--- src/rtl/jtag_tap_master.sv ---
// jtag_tap_master
//   Initiator side of a JTAG link. It turns host commands into TCK/TMS/TDI
//   waveforms derived from clk and samples TDO. The four commands are TAP
//   reset, IR scan, DR scan and Run-Test/Idle clocking. Scans assume that the
//   TAP starts and ends in Run-Test/Idle.
//
//   Ports
//     clk, rstn              system clock, asynchronous active-low reset
//     cmd_valid/cmd_ready    command handshake, accepted only in IDLE
//     cmd_type               00 TAP reset, 01 IR scan, 10 DR scan, 11 idle clocks
//     cmd_len                scan bits or idle TCK count, clamped to MAX_LEN
//     cmd_tdi                shift-in data, LSB first
//     rsp_valid              one-cycle completion pulse
//     rsp_tdo                captured TDO bits, LSB first, held until next completion
//     busy                   command in progress
//     tck, tms, tdi, tdo     JTAG pins
//
//   state | meaning
//   IDLE  | waiting for a command, TCK parked low
//   RST   | six TCK with TMS 1,1,1,1,1,0 -> Test-Logic-Reset then Run-Test/Idle
//   PRE   | walk from Run-Test/Idle to Shift-IR (1,1,0,0) or Shift-DR (1,0,0)
//   SHIFT | len data bits, TMS high on the last bit
//   POST  | Exit1 -> Update -> Run-Test/Idle (1,0)
//   RUN   | len TCK with TMS low
module jtag_tap_master #(
   parameter int CLK_DIV = 4,
   parameter int MAX_LEN = 32
) (
   input  logic               clk,
   input  logic               rstn,
   input  logic               cmd_valid,
   output logic               cmd_ready,
   input  logic [1:0]         cmd_type,
   input  logic [5:0]         cmd_len,
   input  logic [MAX_LEN-1:0] cmd_tdi,
   output logic               rsp_valid,
   output logic [MAX_LEN-1:0] rsp_tdo,
   output logic               busy,
   output logic               tck,
   output logic               tms,
   output logic               tdi,
   input  logic               tdo
);

   localparam int DIV_W = $clog2(2 * CLK_DIV);
   localparam logic [DIV_W-1:0] DIV_RISE = DIV_W'(CLK_DIV - 1);
   localparam logic [DIV_W-1:0] DIV_LAST = DIV_W'(2 * CLK_DIV - 1);
   localparam logic [5:0] LEN_CAP = (MAX_LEN > 63) ? 6'd63 : 6'(MAX_LEN);

   localparam logic [1:0] CMD_RST = 2'b00;
   localparam logic [1:0] CMD_IR  = 2'b01;
   localparam logic [1:0] CMD_DR  = 2'b10;

   typedef enum logic [2:0] {IDLE, RST, PRE, SHIFT, POST, RUN} state_t;

   state_t             state;
   logic [DIV_W-1:0]   div_cnt;
   logic [5:0]         bit_cnt;
   logic [5:0]         len_q;
   logic               is_ir;
   logic [MAX_LEN-1:0] sh_q;
   logic [MAX_LEN-1:0] cap_q;

   logic [5:0]         len_clamp;
   logic [5:0]         bit_nxt;
   logic               last_bit;
   logic [MAX_LEN-1:0] cap_aligned;

   function automatic logic [5:0] phase_len(state_t s, logic [5:0] n, logic ir);
      case (s)
         RST:        phase_len = 6'd6;
         PRE:        phase_len = ir ? 6'd4 : 6'd3;
         SHIFT, RUN: phase_len = n;
         POST:       phase_len = 6'd2;
         default:    phase_len = 6'd1;
      endcase
   endfunction

   // TMS level for bit b of phase s
   function automatic logic tms_at(state_t s, logic [5:0] b, logic [5:0] n, logic ir);
      case (s)
         RST:     tms_at = (b != 6'd5);
         PRE:     tms_at = ir ? (b < 6'd2) : (b == 6'd0);
         SHIFT:   tms_at = (b == n - 6'd1);
         POST:    tms_at = (b == 6'd0);
         default: tms_at = 1'b0;
      endcase
   endfunction

   assign len_clamp = (cmd_len > LEN_CAP) ? LEN_CAP : cmd_len;
   assign bit_nxt   = bit_cnt + 6'd1;
   assign last_bit  = (bit_cnt == phase_len(state, len_q, is_ir) - 6'd1);
   // TDO enters at the MSB, so after len bits the data sits in the top len
   // positions; shifting down right-aligns it and zero-fills the rest.
   assign cap_aligned = cap_q >> (MAX_LEN - int'(len_q));

   always_ff @(posedge clk or negedge rstn) begin
      if (!rstn) begin
         state     <= IDLE;
         div_cnt   <= '0;
         bit_cnt   <= '0;
         len_q     <= '0;
         is_ir     <= 1'b0;
         sh_q      <= '0;
         cap_q     <= '0;
         tck       <= 1'b0;
         tms       <= 1'b1;
         tdi       <= 1'b0;
         cmd_ready <= 1'b1;
         busy      <= 1'b0;
         rsp_valid <= 1'b0;
         rsp_tdo   <= '0;
      end else begin
         rsp_valid <= 1'b0;
         case (state)
            IDLE: begin
               if (cmd_valid && cmd_ready) begin
                  len_q   <= len_clamp;
                  is_ir   <= (cmd_type == CMD_IR);
                  sh_q    <= cmd_tdi;
                  cap_q   <= '0;
                  div_cnt <= '0;
                  bit_cnt <= '0;
                  tck     <= 1'b0;
                  tdi     <= 1'b0;
                  if (cmd_type != CMD_RST && len_clamp == 6'd0) begin
                     // zero-length scan/idle: no TCK, immediate empty response
                     rsp_valid <= 1'b1;
                     rsp_tdo   <= '0;
                     tms       <= 1'b0;
                  end else begin
                     busy      <= 1'b1;
                     cmd_ready <= 1'b0;
                     case (cmd_type)
                        CMD_RST: begin
                           state <= RST;
                           tms   <= 1'b1;
                        end
                        CMD_IR, CMD_DR: begin
                           state <= PRE;
                           tms   <= 1'b1;
                        end
                        default: begin
                           state <= RUN;
                           tms   <= 1'b0;
                        end
                     endcase
                  end
               end
            end
            default: begin
               div_cnt <= div_cnt + 1'b1;
               if (div_cnt == DIV_RISE) begin
                  tck <= 1'b1;
                  if (state == SHIFT) begin
                     cap_q <= {tdo, cap_q[MAX_LEN-1:1]};
                  end
               end
               if (div_cnt == DIV_LAST) begin
                  div_cnt <= '0;
                  tck     <= 1'b0;
                  if (!last_bit) begin
                     bit_cnt <= bit_nxt;
                     tms     <= tms_at(state, bit_nxt, len_q, is_ir);
                     if (state == SHIFT) begin
                        tdi  <= sh_q[0];
                        sh_q <= sh_q >> 1;
                     end
                  end else begin
                     case (state)
                        PRE: begin
                           state   <= SHIFT;
                           bit_cnt <= '0;
                           tms     <= tms_at(SHIFT, 6'd0, len_q, is_ir);
                           tdi     <= sh_q[0];
                           sh_q    <= sh_q >> 1;
                        end
                        SHIFT: begin
                           state   <= POST;
                           bit_cnt <= '0;
                           tms     <= 1'b1;
                           tdi     <= 1'b0;
                        end
                        default: begin
                           state     <= IDLE;
                           bit_cnt   <= '0;
                           tms       <= 1'b0;
                           tdi       <= 1'b0;
                           busy      <= 1'b0;
                           cmd_ready <= 1'b1;
                           rsp_valid <= 1'b1;
                           rsp_tdo   <= (state == POST) ? cap_aligned : '0;
                        end
                     endcase
                  end
               end
            end
         endcase
      end
   end

endmodule
--- config.mk ---
export PLATFORM = sky130hd
export DESIGN_NAME = jtag_tap_master
export DESIGN_NICKNAME = d
export VERILOG_FILES = /design/src/rtl/jtag_tap_master.sv
export SDC_FILE = /design/constraint.sdc
export NUM_CORES = 1
export LEC_CHECK = 0
export CORE_ASPECT_RATIO = 1.1
export CORE_MARGIN = 2
export CORE_UTILIZATION = 55
export DETAILED_ROUTE_END_ITERATION = 10
export GPL_ROUTABILITY_DRIVEN = 1
export GPL_TIMING_DRIVEN = 0
export PLACE_DENSITY = 0.78
export SKIP_LAST_GASP = 1
export SLEW_MARGIN = 20
export SYNTH_ARGS = -nofsm -noshare
export SYNTH_HDL_FRONTEND = slang
export SYNTH_SLANG_ARGS = --single-unit
--- constraint.sdc ---
create_clock -name clk -period 8.4 [get_ports clk]
set_input_delay 0.84 -clock clk [delete_from_list [all_inputs] [get_ports clk]]
set_output_delay 0.84 -clock clk [all_outputs]
set_load 0.005 [all_outputs]
**After elaboration in Yosys (flattened, before gate mapping)**

Index checks and enable logic that the tools add are counted.
W data, S select, Z words.

- Add/subtract/negate cells: 5
- $lt $le $gt $ge: 2
- Equal/unequal tests: 17
- Shift operators: 1
- Muxes and demuxes: 70
- Reduce and logical (&&, ||, !) cells: 27

Operator list:

| cell | count |
|---|---|
| $mux W32 | 17 |
| $mux W1 | 34 |
| $shr A32 B32 Y32 | 1 |
| $mux W6 | 5 |
| $mux W3 | 9 |
| $pmux W6 S4 | 1 |
| $logic_not A6 Y1 | 3 |
| $eq A6 B6 Y1 | 2 |
| $pmux W3 S2 | 2 |
| $sub A6 B1 Y6 const B | 2 |
| $reduce_and A5 Y1 | 2 |
| $reduce_bool A2 Y1 | 5 |
| $eq A3 B2 Y1 const B | 3 |
| $eq A3 B3 Y1 const B | 3 |
| $reduce_and A4 Y1 | 2 |
| $sub A6 B6 Y7 const A | 1 |
| $add A6 B1 Y6 const B | 1 |
| $gt A6 B6 Y1 const B | 1 |
| $lt A6 B2 Y1 const B | 1 |
| $ne A2 B2 Y1 const B | 3 |
| $ne A6 B3 Y1 const B | 1 |
| $reduce_and A2 Y1 | 3 |
| $reduce_and A3 Y1 | 2 |
| $reduce_bool A3 Y1 | 2 |
| other kinds (13) | 16 |

- Bits in registers: 121
- Output and inout bits: 38

**Longest topological paths before layout**

Gate-level depths: netlist (run 1).

- Word-level depth: 8
- Gate-level depth with buffers: 15
- Mapped depth without buffers: 11

**Worst setup path after synthesis (run 1)**

Ideal clock, no wire load.

- Path kind: register to register
- Start point: reg state[1]
- End point: reg rsp_tdo[12]
- Library setup time: 0.125 ns
- Arrival time: 3.082 ns
- Path slack: 5.193 ns
- Cell stages (with the launch flop): 16
- Buffers on the path: 4
- Period minus slack after synthesis: 3.207 ns
- Path through: dfrtp_1 buf_4 clkbuf_1 nor2_1 a21oi_1 o221ai_1 ha_1 xnor2_1 a311o_1 nor3b_1 o211ai_1 a22oi_2 a21o_1 buf_2 buf_4 mux2_2

- Longest elaborated chain between the ends: 7
- Elaborated cells on any way between the ends: 22

RTL lines:

| element | line | source |
|---|---|---|
| start, declared | 56 | `state_t state;` |
| start signal, assigned | 99 | `state <= IDLE;` |
| start signal, assigned | 136 | `state <= RST;` |
| start signal, assigned | 140 | `state <= PRE;` |
| $eq A3 B2 Y1 / $eq A3 B3 Y1 (equally long branches) | 70, 170 |  |
| $reduce_or A2 Y1 | 70 | `case (s)` |
| $pmux W6 S4 | 70 |  |
| $sub A6 B1 Y6 | 92 | `assign last_bit = (bit_cnt == phase_len(state, len_q, is_ir) - 6'd1);` |
| $eq A6 B6 Y1 | 92 |  |
| $reduce_bool A2 Y1 (no source line) | -- |  |
| $reduce_and A5 Y1 (no source line) | -- |  |
| end signal, assigned | 192 | `rsp_tdo <= (state == POST) ? cap_aligned : '0;` |
| end, declared | 37 | `output logic [MAX_LEN-1:0] rsp_tdo,` |

Several ways; a longest one is shown, not always the timed one. The select of a mux whose other input is x is not followed.
A chain may end at the register's enable or synchronous reset.

**Worst setup path in the final report (run 1)**

- Start point: reg len_q[0]
- End point: reg rsp_tdo[2]

- Longest elaborated chain between the ends: 7
- Elaborated cells on any way between the ends: 12

RTL lines:

| element | line | source |
|---|---|---|
| start, declared | 59 | `logic [5:0] len_q;` |
| start signal, assigned | 118 | `len_q <= len_clamp;` |
| $sub A6 B6 Y7 | 95 | `assign cap_aligned = cap_q >> (MAX_LEN - int'(len_q));` |
| $shr A32 B32 Y32 | 95 |  |
| $mux W32 | 192 |  |
| $mux W32 | 170 | `case (state)` |
| $mux W32 | 162 | `if (!last_bit) begin` |
| $mux W32 | 159 | `if (div_cnt == DIV_LAST) begin` |
| $mux W32 | 115 | `case (state)` |

Several ways; a longest one is shown, not always the timed one. The select of a mux whose other input is x is not followed.

==> results of run 1 <==
-- path summary, 6_finish.rpt --
check	start	depth (start not counted)	to
worst max-delay path	len_q[0]$_DFFE_PN0P_	12	rsp_tdo[2]$_DFFE_PN0P_
worst min-delay path	rstn	1	bit_cnt[2]$_DFFE_PN0P_
worst max register to register	len_q[0]$_DFFE_PN0P_	12	rsp_tdo[2]$_DFFE_PN0P_
worst min register to register	div_cnt[0]$_DFFE_PN0P_	1	div_cnt[0]$_DFFE_PN0P_
max in group asynchronous	rstn	2	rsp_tdo[20]$_DFFE_PN0P_
min in group clk	div_cnt[0]$_DFFE_PN0P_	1	div_cnt[0]$_DFFE_PN0P_
-- metal layers --
metal  up-vias  share of wire, %  GRT usage, %
li1       3239                 -             -
met1      3368                42          37.3
met2       285                49          50.2
met3        63               5.8          6.29
met4         0               3.4          12.5
met5         -                 0             0
-- through the flow --
stage          setup slack [ns]  hold slack, ns  instance area, sq um  power [mW]
2_1_floorplan              5.19           0.445                  7780        1.97
3_3_place_gp               1.80           0.464                  8830        2.39
3_5_place_dp               4.70           0.468                  8860        2.40
4_1_cts                    4.67           0.357                  9420        3.12
5_1_grt                    4.32           0.386                  9420        3.34
6_report                   4.56           0.338                  9420        3.14
-- power groups by stage --
stage	Sequential, mW	Combinational [mW]	Clock, mW
floorplan	0.804	1.16	0
global placement	0.833	1.56	0
detailed placement	0.832	1.57	0
CTS	0.827	1.58	0.710
global route	0.850	1.75	0.742
finish	0.830	1.61	0.704
-- cells in the mapped netlist, drive strengths merged (7+ instances only) --
cell type,n
mux4,27
clkbuf,51
nor2,69
inv,16
nand3,14
nand2,148
ha,11
nor4,8
buf,23
mux2i,13
a221oi,8
a21oi,25
xnor2,12
xor2,10
mux2,39
o221a,32
dfrtp,119
nor3,11
a211oi,10
o21ai,59
a22o,7
o211ai,35
-- layout make-up --
type                    count  area (sq um)  area share, %
plain buffers              74           345           3.67
clock buffers              20           437           4.64
clock inverters            12           128           1.35
inverters                  16          60.1          0.638
multi-input cells         617          4350           46.1
flip-flops and latches    121          3030           32.2
well taps                 188           235           2.50
repair buffers             82           840           8.91
-- sequential cells by signal (all words and copies together), names as in the netlist --
| signal | cells |
|---|---|
| sh_q | 32 |
| is_ir | 1 |
| cap_q | 32 |
| rsp_tdo | 32 |
| tms | 1 |
| busy | 1 |
| bit_cnt | 6 |
| state | 3 |
| len_q | 6 |
| rsp_valid | 1 |
| tck | 1 |
| div_cnt | 3 |
| cmd_ready | 1 |
| tdi | 1 |
-- logic make-up after synthesis --
group                      count (synthesis)
AOI/OAI and AO/OA                        218
xor gates and xnor gates                  22
adders and majority gates                 11
buffers and inverters                     90
DFF                                      121
muxes                                     79
and+or+nand+nor                          287
==> summary.txt, run 1 <==
Global routing
  – First-pass GRT wire length: 35400 microns
  – Vias in the first global route: about 6800
  – GRT overflow: 0
  – Largest net degree at the start of global routing: 74
  – Initial antenna violation count: 0
  – Global-route usage over all layers: between 20% and 30%

Die
  – Core area: 13800 sq um
  – Die Wd: 117 microns
  – IO Count: 82
  – Die H: approximately 130 microns
  – Starting Density: 56.4%
  – Die area: approximately 15000 sq um
  – Placement Rows: 45

STA
  – Max Clock Skew: roughly 0.0064 ns
  – Count of final hold-check violations: 0
  – Post-layout min period: roughly 3.8 ns
  – TNS Setup: 0 ns
  – Highest Clock Rate: 260 MHz
  – Max-slew headroom: between 30% and 40%
  – Final setup viols: 0
  – Worst slew pin tran: 0.918 ns
  – RSZ-0062 raised after global routing: no
  – Max Slew Vio Count: 0
  – Fin crit share: 45.8%

Finish
  – Layout area overhead: 21.1%
  – # diodes: 0
  – Commonest non-fill, non-tap cell in the layout: nand2_1
  – Final nets: about 980
  – Core Util, Final: approximately two thirds
  – Share of cells above drive strength 1: approximately 14%
  – Commonest cells after routing, fill and taps aside: nand2_1 (148), dfrtp_1 (119), clkdlybuf4s50_1 (80), nor2_1 (69), o21ai_0 (58)
  – Fillers: ~1100
  – Finished Layout Cells: 1130

Place
  – Routability cong.: 0.969
  – Placed Cells: approximately 1100
  – Detailed placement HPWL: between 15000 and 20000 microns
  – Port-buffer cells: 81

Synth
  – Ys async rst share: 100%
  – Synth Flop Type: dfrtp_1
  – Synth top area cells: dfrtp_1 (38%), mux4_2 (7.8%), nand2_1 (7.1%)
  – Mapped cell area: between 7000 and 8000 sq um
  – Synthesized net count: roughly 900
  – Post-Synth XOR/XNOR Area: roughly 2.6%
  – Sequential cell area fraction in the yosys report: between 30% and 40%
  – Library cells used by synthesis: 64
  – Post-synthesis compound-gate area fraction: ~20%
  – Top cell type's share of synthesized area: 38.3%
  – Synth Area in Adders: under 10%
  – Avg Cell Area, Syn: ~9.4 sq um
  – Mux contribution to synthesized area: between 10% and 20%
  – Post-Synthesis Cells: approximately 830
  – FF+latch count, synth: 121
  – Synthesis warning total: 0
  – Main combinational cell family by area after synthesis: compound AO/OA/AOI/OAI gates
  – Area leader, netlist: dfrtp_1
  – Post-synthesis simple-gate area fraction: 16.0%
  – EDFF count, synth: 0

Setup path
  – CP top delay family: buffers and inverters
  – WS Path Type: reg -> reg
  – Buf/Inv on CP: 4
  – Slowest cell on crit path: clkbuf_1
  – Worst path arrival time: around 4.2 ns
  – Worst EP required: about 8.7 ns
  – Largest stage delay on the critical path: 0.56 ns
  – CP cell instances: buf_4, inv_2, ha_1, clkbuf_1, clkbuf_1, mux2i_1, nand2_1, o21ai_0, o21ai_0, a221oi_1, a211oi_1, mux2_2
  – Setup slack, reg-to-reg: 4.56 ns
  – Element type at the critical path end: flip-flop
  – Startpoint types: flip-flop
  – CP Max Fanout: 10

CTS
  – Hold-fix buffers, CTS: 0
  – Total CTS buffers: 17
  – H-tree levels: 4
  – CTS root buffer: clkbuf_16
  – Post CTS Setup Buffer Count: 0
  – CTS resizes: 0
  – CTS tree: built
  – Clock Pin Slew Worst Setup and Hold Paths: approximately 0.050 ns
  – Clk sinks: roughly 120
  – Clock Latency Late Sink: roughly 0.43 ns
  – Clk buf depth: 2

Pwr
  – Power Density: ~330 nW/um^2
  – Gate power share: slightly above 50%
  – Leak: 3.71 nW
  – P_int: about 1.7 mW
  – Sw frac: between 40% and 50%
  – Psw: roughly 1.4 mW
  – Clk pwr share: around 22%
  – Peak VDD IR: approximately 0.17 mV
  – Flop pwr share: about a quarter

Drt
  – Antenna Nets Post-Route: 0
  – Via Count: 6955
  – Final wirelength: ~22000 microns
  – Drt wl/cell: about 19 microns
  – Via/cell ratio: 6.15
  – Initial DRC Count: 670
  – Drt drc: 0
  – Drt pass-1 iters: 5

Job
  – Maxcap violations: 0

Hold path
  – Hold Path Class: in -> async

Outcome
  – Status: completed
No activity file was read; power rests on OpenSTA's default activity.
==> run 2: changes to the inputs <==
CORE_UTILIZATION = 52   (was 55)
PLACE_DENSITY = 0.77   (was 0.78)
clock period = 3.2 ns   (was 8.4 ns; I/O delays follow)
==> summary.txt, run 2 (same netlist as run 1, synthesis figures left out) <==
CTS
  – Clock Latency Late Sink: 0.43 ns (about the same)
  – Clock Pin Slew Worst Setup and Hold Paths: 0.06 ns (about the same)
  – H-tree levels: 4 (unchanged)
  – CTS root buffer: clkbuf_16
  – CTS tree: built
  – Clk sinks: 121 (unchanged)
  – Clk buf depth: 2 (unchanged)
  – Total CTS buffers: 17 (unchanged)

Place
  – Port-buffer cells: 81 (unchanged)
  – Area post-placement: 8860 sq um (about the same)
  – Detailed placement HPWL: 15800 microns (+0.74%)
  – Routability cong.: 0.986 (+1.7%)
  – Placed Cells: 1102 (+0.36%)
  – Setup WS pre-CTS: -0.537 ns (-5.23 ns)

Outcome
  – Failing checks: negative setup slack
  – Status: complete, but fails checks

STA
  – Post-layout min period: 3.31 ns (-0.530 ns)
  – Fin crit share: 104% (+58 points)
  – RSZ-0062 raised after global routing: yes
  – Max Clock Skew: 0.00773 ns (+0.00133 ns)
  – Worst hold margin: 0.449 ns (+0.111 ns)
  – Max Slew Vio Count: 0 (unchanged)
  – Count of final hold-check violations: 0 (unchanged)
  – TNS Setup: -3.67 ns (-3.67 ns)
  – Min setup slack post-route: -0.115 ns (-4.67 ns)
  – Highest Clock Rate: 302 MHz (+16%)
  – Max-slew headroom: 53.7% (+15 points)
  – Final setup viols: 70 (+70)
  – Worst slew pin tran: 0.694 ns (-0.225 ns)

Setup path
  – Worst EP required: 3.51 ns (-5.20 ns)
  – CP Max Fanout: 6 (-4)
  – Buf/Inv on CP: 4 (unchanged)
  – Most used cell, CP: buf_6
  – Setup slack, reg-to-reg: -0.11 ns (-4.67 ns)
  – Startpoint types: flip-flop
  – CP top delay family: compound AO/OA/AOI/OAI gates
  – Element type at the critical path end: flip-flop
  – CP cell instances: buf_6, mux2_4, o221a_4, ha_4, xnor2_2, a311o_1, nor3b_2, o211ai_1, a22oi_2, a21o_1, buf_6, buf_12, buf_8, mux2_2
  – WS Path Type: reg -> reg
  – Worst path arrival time: 3.62 ns (-0.54 ns)
  – Largest stage delay on the critical path: 0.40 ns (-0.16 ns)
  – Slowest cell on crit path: dfrtp_1

Die
  – IO Count: 82 (unchanged)
  – Core area: 14500 sq um (+5.1%)
  – Starting Density: 53.6% (-2.8 points)
  – Die Wd: 121 microns (+2.7%)
  – Die H: 132 microns (+2.8%)
  – Die area: 16000 sq um (+5.6%)
  – Placement Rows: 46 (+2.2%)

Hold path
  – Hold Path Class: in -> async

Drt
  – Drt wl/cell: 19.9 microns (+4.4%)
  – Antenna Nets Post-Route: 0 (unchanged)
  – Via Count: 7142 (+2.7%)
  – Final wirelength: 23100 microns (+7.4%)
  – Drt pass-1 iters: 7 (+2)
  – Via/cell ratio: 6.14 (-0.23%)
  – Drt drc: 0 (unchanged)
  – Initial DRC Count: 629 (-6.1%)

Finish
  – Top Registers: cap_q (32), rsp_tdo (32), sh_q (32)
  – Fin area: 10200 sq um (+8.8%)
  – Core Util, Final: 70.7% (+2.4 points)
  – Final nets: 1014 (+3.0%)
  – Share of cells above drive strength 1: 20.5% (+6.4 points)
  – # diodes: 0 (unchanged)
  – Finished Layout Cells: 1163 (+2.9%)
  – Commonest cells after routing, fill and taps aside: nand2_1 (148), dfrtp_1 (119), clkdlybuf4s50_1 (80), nor2_1 (67), o21ai_0 (57)
  – Commonest non-fill, non-tap cell in the layout: nand2_1
  – Layout area overhead: 31.7%

Pwr
  – Leak: 4.09 nW (+10%)
  – Overall Power: 9.67 mW (+210%)
  – Power Density: 943 nW/um^2 (+180%)
  – Peak VDD IR: 0.480 mV (+180%)

Global routing
  – GRT overflow: 0 (unchanged)
  – Initial antenna violation count: 0 (unchanged)
  – Vias in the first global route: 6798 (-0.41%)
  – Global-route usage over all layers: 28.4% (-1.2 points)
  – Largest net degree at the start of global routing: 66 (-11%)
  – First-pass GRT wire length: 35500 microns (+0.47%)

Job
  – Maxcap violations: 0 (unchanged)
[run 2: cell count changes in the layout (fill, tap and decap cells not counted), sizes merged]
cell,previous run,this run
dlygate4sd3,0,1
bufinv,2,5
buf,25,54
clkbuf,71,70
clkinv,6,3
[run 2: layout make-up]
cell class / instances / area [sq um]
buffer: 73 / 459
multi-input combinational: 617 / 4580
tap: 192 / 240
sequential: 121 / 3030
fill: 1044 / 4260
timing repair buffer: 113 / 1240
inverter: 16 / 62.6
clock buffer: 19 / 443
clock inverter: 12 / 199
[run 2: what timing repair did]
item	4_1_cts	5_1_grt
pin swaps	8	33
buffers inserted	9	13
hold endpoints to repair	63	0
resized for setup	37	75
hold buffers	1	0
setup endpoints to repair	77	76
cloned	3	5
[run 2: power by group]
part / internal, mW / switching [mW] / leakage, nW
sequential: 1.90 / 0.300 / 1.56
clock: 1.39 / 0.707 / 0.301
combinational: 2.34 / 3.03 / 2.23
total: 5.63 / 4.04 / 4.09
[run 2: worst register-to-register path, stage by stage (launching register included)]
cell and delay (ns):
dfrtp_1 0.40, buf_6 0.14, mux2_4 0.27, o221a_4 0.30, ha_4 0.22, xnor2_2 0.13
a311o_1 0.29, nor3b_2 0.15, o211ai_1 0.19, a22oi_2 0.20, a21o_1 0.18, buf_6 0.16
buf_12 0.12, buf_8 0.11, mux2_2 0.33
[run 2: routing by layer]
layer / track usage, % / share of wire, %
met1: 35.6 / 41
met2: 49.0 / 50
met3: 4.84 / 5.7
met4: 10.9 / 3.1
met5: 0 / 0
[run 2: worst paths after layout]
path / to / depth (start not counted) / from
setup / recovery: rsp_tdo[9]$_DFFE_PN0P_ / 14 / state[2]$_DFFE_PN0P_
hold / removal: sh_q[30]$_DFFE_PN0P_ / 2 / rstn
setup reg to reg: rsp_tdo[9]$_DFFE_PN0P_ / 14 / state[2]$_DFFE_PN0P_
hold reg to reg: div_cnt[0]$_DFFE_PN0P_ / 1 / div_cnt[0]$_DFFE_PN0P_
max in group asynchronous: tms$_DFFE_PN1P_ / 3 / rstn
min in group clk: cap_q[31]$_DFFE_PN0P_ / 3 / tdo
==> run 3: changes to the inputs <==
CORE_UTILIZATION = 55   (was 52)
PLACE_DENSITY = 0.78   (was 0.77)
clock period = 4.1 ns   (was 3.2 ns; I/O delays follow)
==> summary.txt, run 3 (same netlist as run 1, synthesis figures left out) <==
STA
  – Fin crit share: 94.5% (-9.0 points)
  – Highest Clock Rate: 258 MHz (-14%)
  – Final setup viols: 0 (-100%)
  – Max-slew headroom: 36.3% (-17 points)
  – RSZ-0062 raised after global routing: no
  – Worst hold margin: 0.477 ns (+0.0284 ns)
  – Max Slew Vio Count: 0 (unchanged)
  – Count of final hold-check violations: 0 (unchanged)
  – Min setup slack post-route: 0.224 ns (+0.338 ns)
  – Post-layout min period: 3.88 ns (+0.562 ns)
  – Worst slew pin tran: 0.953 ns (+0.259 ns)
  – Max Clock Skew: 0.00798 ns (+0.000248 ns)

Global routing
  – Vias in the first global route: 6834 (+0.53%)
  – Initial antenna violation count: 0 (unchanged)
  – Largest net degree at the start of global routing: 74 (+12%)
  – First-pass GRT wire length: 35400 microns (-0.39%)
  – Global-route usage over all layers: 29.6% (+1.2 points)
  – GRT overflow: 0 (unchanged)

Die
  – Placement Rows: 45 (-2.2%)
  – Starting Density: 56.4% (+2.8 points)
  – Die Wd: 117 microns (-2.7%)
  – Die H: 129 microns (-2.7%)
  – Core area: 13800 sq um (-4.9%)
  – IO Count: 82 (unchanged)
  – Die area: 15100 sq um (-5.3%)

Finish
  – Fin area: 9430 sq um (-8.0%)
  – Share of cells above drive strength 1: 14.1% (-6.4 points)
  – Commonest non-fill, non-tap cell in the layout: nand2_1
  – Final nets: 985 (-2.9%)
  – Commonest cells after routing, fill and taps aside: nand2_1 (148), dfrtp_1 (119), clkdlybuf4s50_1 (80), nor2_1 (69), o21ai_0 (58)
  – Top Registers: cap_q (32), rsp_tdo (32), sh_q (32)
  – Layout area overhead: 21.2%
  – # diodes: 0 (unchanged)
  – Fillers: 1110 (+6.3%)

Pwr
  – Overall Power: 6.44 mW (-33%)
  – Leak: 3.71 nW (-9.2%)
  – Peak VDD IR: 0.345 mV (-28%)
  – Power Density: 683 nW/um^2 (-28%)

CTS
  – CTS root buffer: clkbuf_16
  – H-tree levels: 4 (unchanged)
  – Clock Pin Slew Worst Setup and Hold Paths: 0.06 ns (about the same)
  – Total CTS buffers: 17 (unchanged)
  – Clk buf depth: 2 (unchanged)
  – CTS resizes: 0 (-100%)
  – CTS tree: built
  – Clk sinks: 121 (unchanged)
  – Clock Latency Late Sink: 0.43 ns (about the same)

Drt
  – Via/cell ratio: 6.14 (about the same)
  – Via Count: 6944 (-2.8%)
  – Drt wl/cell: 19.1 microns (-4.0%)
  – Antenna Nets Post-Route: 0 (unchanged)
  – Drt drc: 0 (unchanged)
  – Drt pass-1 iters: 6 (-1)
  – Initial DRC Count: 645 (+2.5%)
  – Final wirelength: 21600 microns (-6.6%)

Outcome
  – Status: completed

Place
  – Area post-placement: 8860 sq um (about the same)
  – Detailed placement HPWL: 15700 microns (-0.73%)
  – Port-buffer cells: 81 (unchanged)
  – Setup WS pre-CTS: 0.398 ns (+0.934 ns)
  – Routability cong.: 0.969 (-1.7%)

Job
  – Maxcap violations: 0 (unchanged)

Setup path
  – Worst EP required: 4.41 ns (+0.90 ns)
  – Reg2reg path depth: 12 (-2)
  – WS Path Type: reg -> reg
  – Element type at the critical path end: flip-flop
  – Worst path arrival time: 4.19 ns (+0.57 ns)
  – CP Max Fanout: 10 (+4)
  – Startpoint types: flip-flop

Hold path
  – Hold Path Class: in -> async
[run 3: report_power, final]
group / switching, mW / leakage, nW / internal (mW)
Combinational: 2.08 / 1.89 / 1.22
Clock: 0.556 / 0.266 / 0.888
Sequential: 0.224 / 1.56 / 1.48
[run 3: metal layers]
layer | routed length, microns | vias up | part of all wire (%) | global-route usage (%)
met2 | 10500 | 281 | 49 | 50.3
met4 | 775 | 0 | 3.6 | 12.5
met1 | 8990 | 3366 | 42 | 37.3
li1 | - | 3233 | - | -
met5 | 0 | - | 0 | 0
met3 | 1300 | 64 | 6.0 | 6.25
[run 3: worst paths after layout]
| check | from | to | slack [ns] |
|---|---|---|---|
| max in group asynchronous | rstn | rsp_tdo[20]$_DFFE_PN0P_ | 2.91 |
| min in group clk | div_cnt[0]$_DFFE_PN0P_ | div_cnt[0]$_DFFE_PN0P_ | 0.48 |
| worst max-delay path | len_q[0]$_DFFE_PN0P_ | rsp_tdo[2]$_DFFE_PN0P_ | 0.22 |
| worst max register to register | len_q[0]$_DFFE_PN0P_ | rsp_tdo[2]$_DFFE_PN0P_ | 0.22 |
| worst min-delay path | rstn | bit_cnt[2]$_DFFE_PN0P_ | 0.48 |
| worst min register to register | div_cnt[0]$_DFFE_PN0P_ | div_cnt[0]$_DFFE_PN0P_ | 0.48 |
[run 3: per-stage QoR]
stage          std cells  utilization (%)  TNS [ns]
3_5_place_dp        1098             64.2         0
5_1_grt             1131             68.4         0
4_1_cts             1131             68.4         0
2_1_floorplan        828                -         0
3_3_place_gp        1097             64.0   -245.76
6_report            1131             68.4         0
[run 3: repair_timing]
| item | 4_1_cts | 5_1_grt |
|---|---|---|
| hold endpoints to repair | 47 | 0 |
| buffers inserted | 0 | 0 |
| hold buffers | 1 | 0 |
[run 3: cell type report]
class / count / area, sq um / area share (%)
multi-input cells: 617 / 4350 / 46.1
flip-flops and latches: 121 / 3030 / 32.1
repair buffers: 83 / 850 / 9.01
clock buffers: 20 / 437 / 4.63
plain buffers: 74 / 345 / 3.66
well taps: 188 / 235 / 2.49
clock inverters: 12 / 128 / 1.35
inverters: 16 / 60.1 / 0.637
[run 3: critical path: stages (launching register included)]
cell,delay (ns)
dfrtp_1,0.40
buf_4,0.25
inv_2,0.13
ha_1,0.34
clkbuf_1,0.46
clkbuf_1,0.56
mux2i_1,0.29
nand2_1,0.07
o21ai_0,0.20
o21ai_0,0.21
a221oi_1,0.44
a211oi_1,0.10
mux2_2,0.29
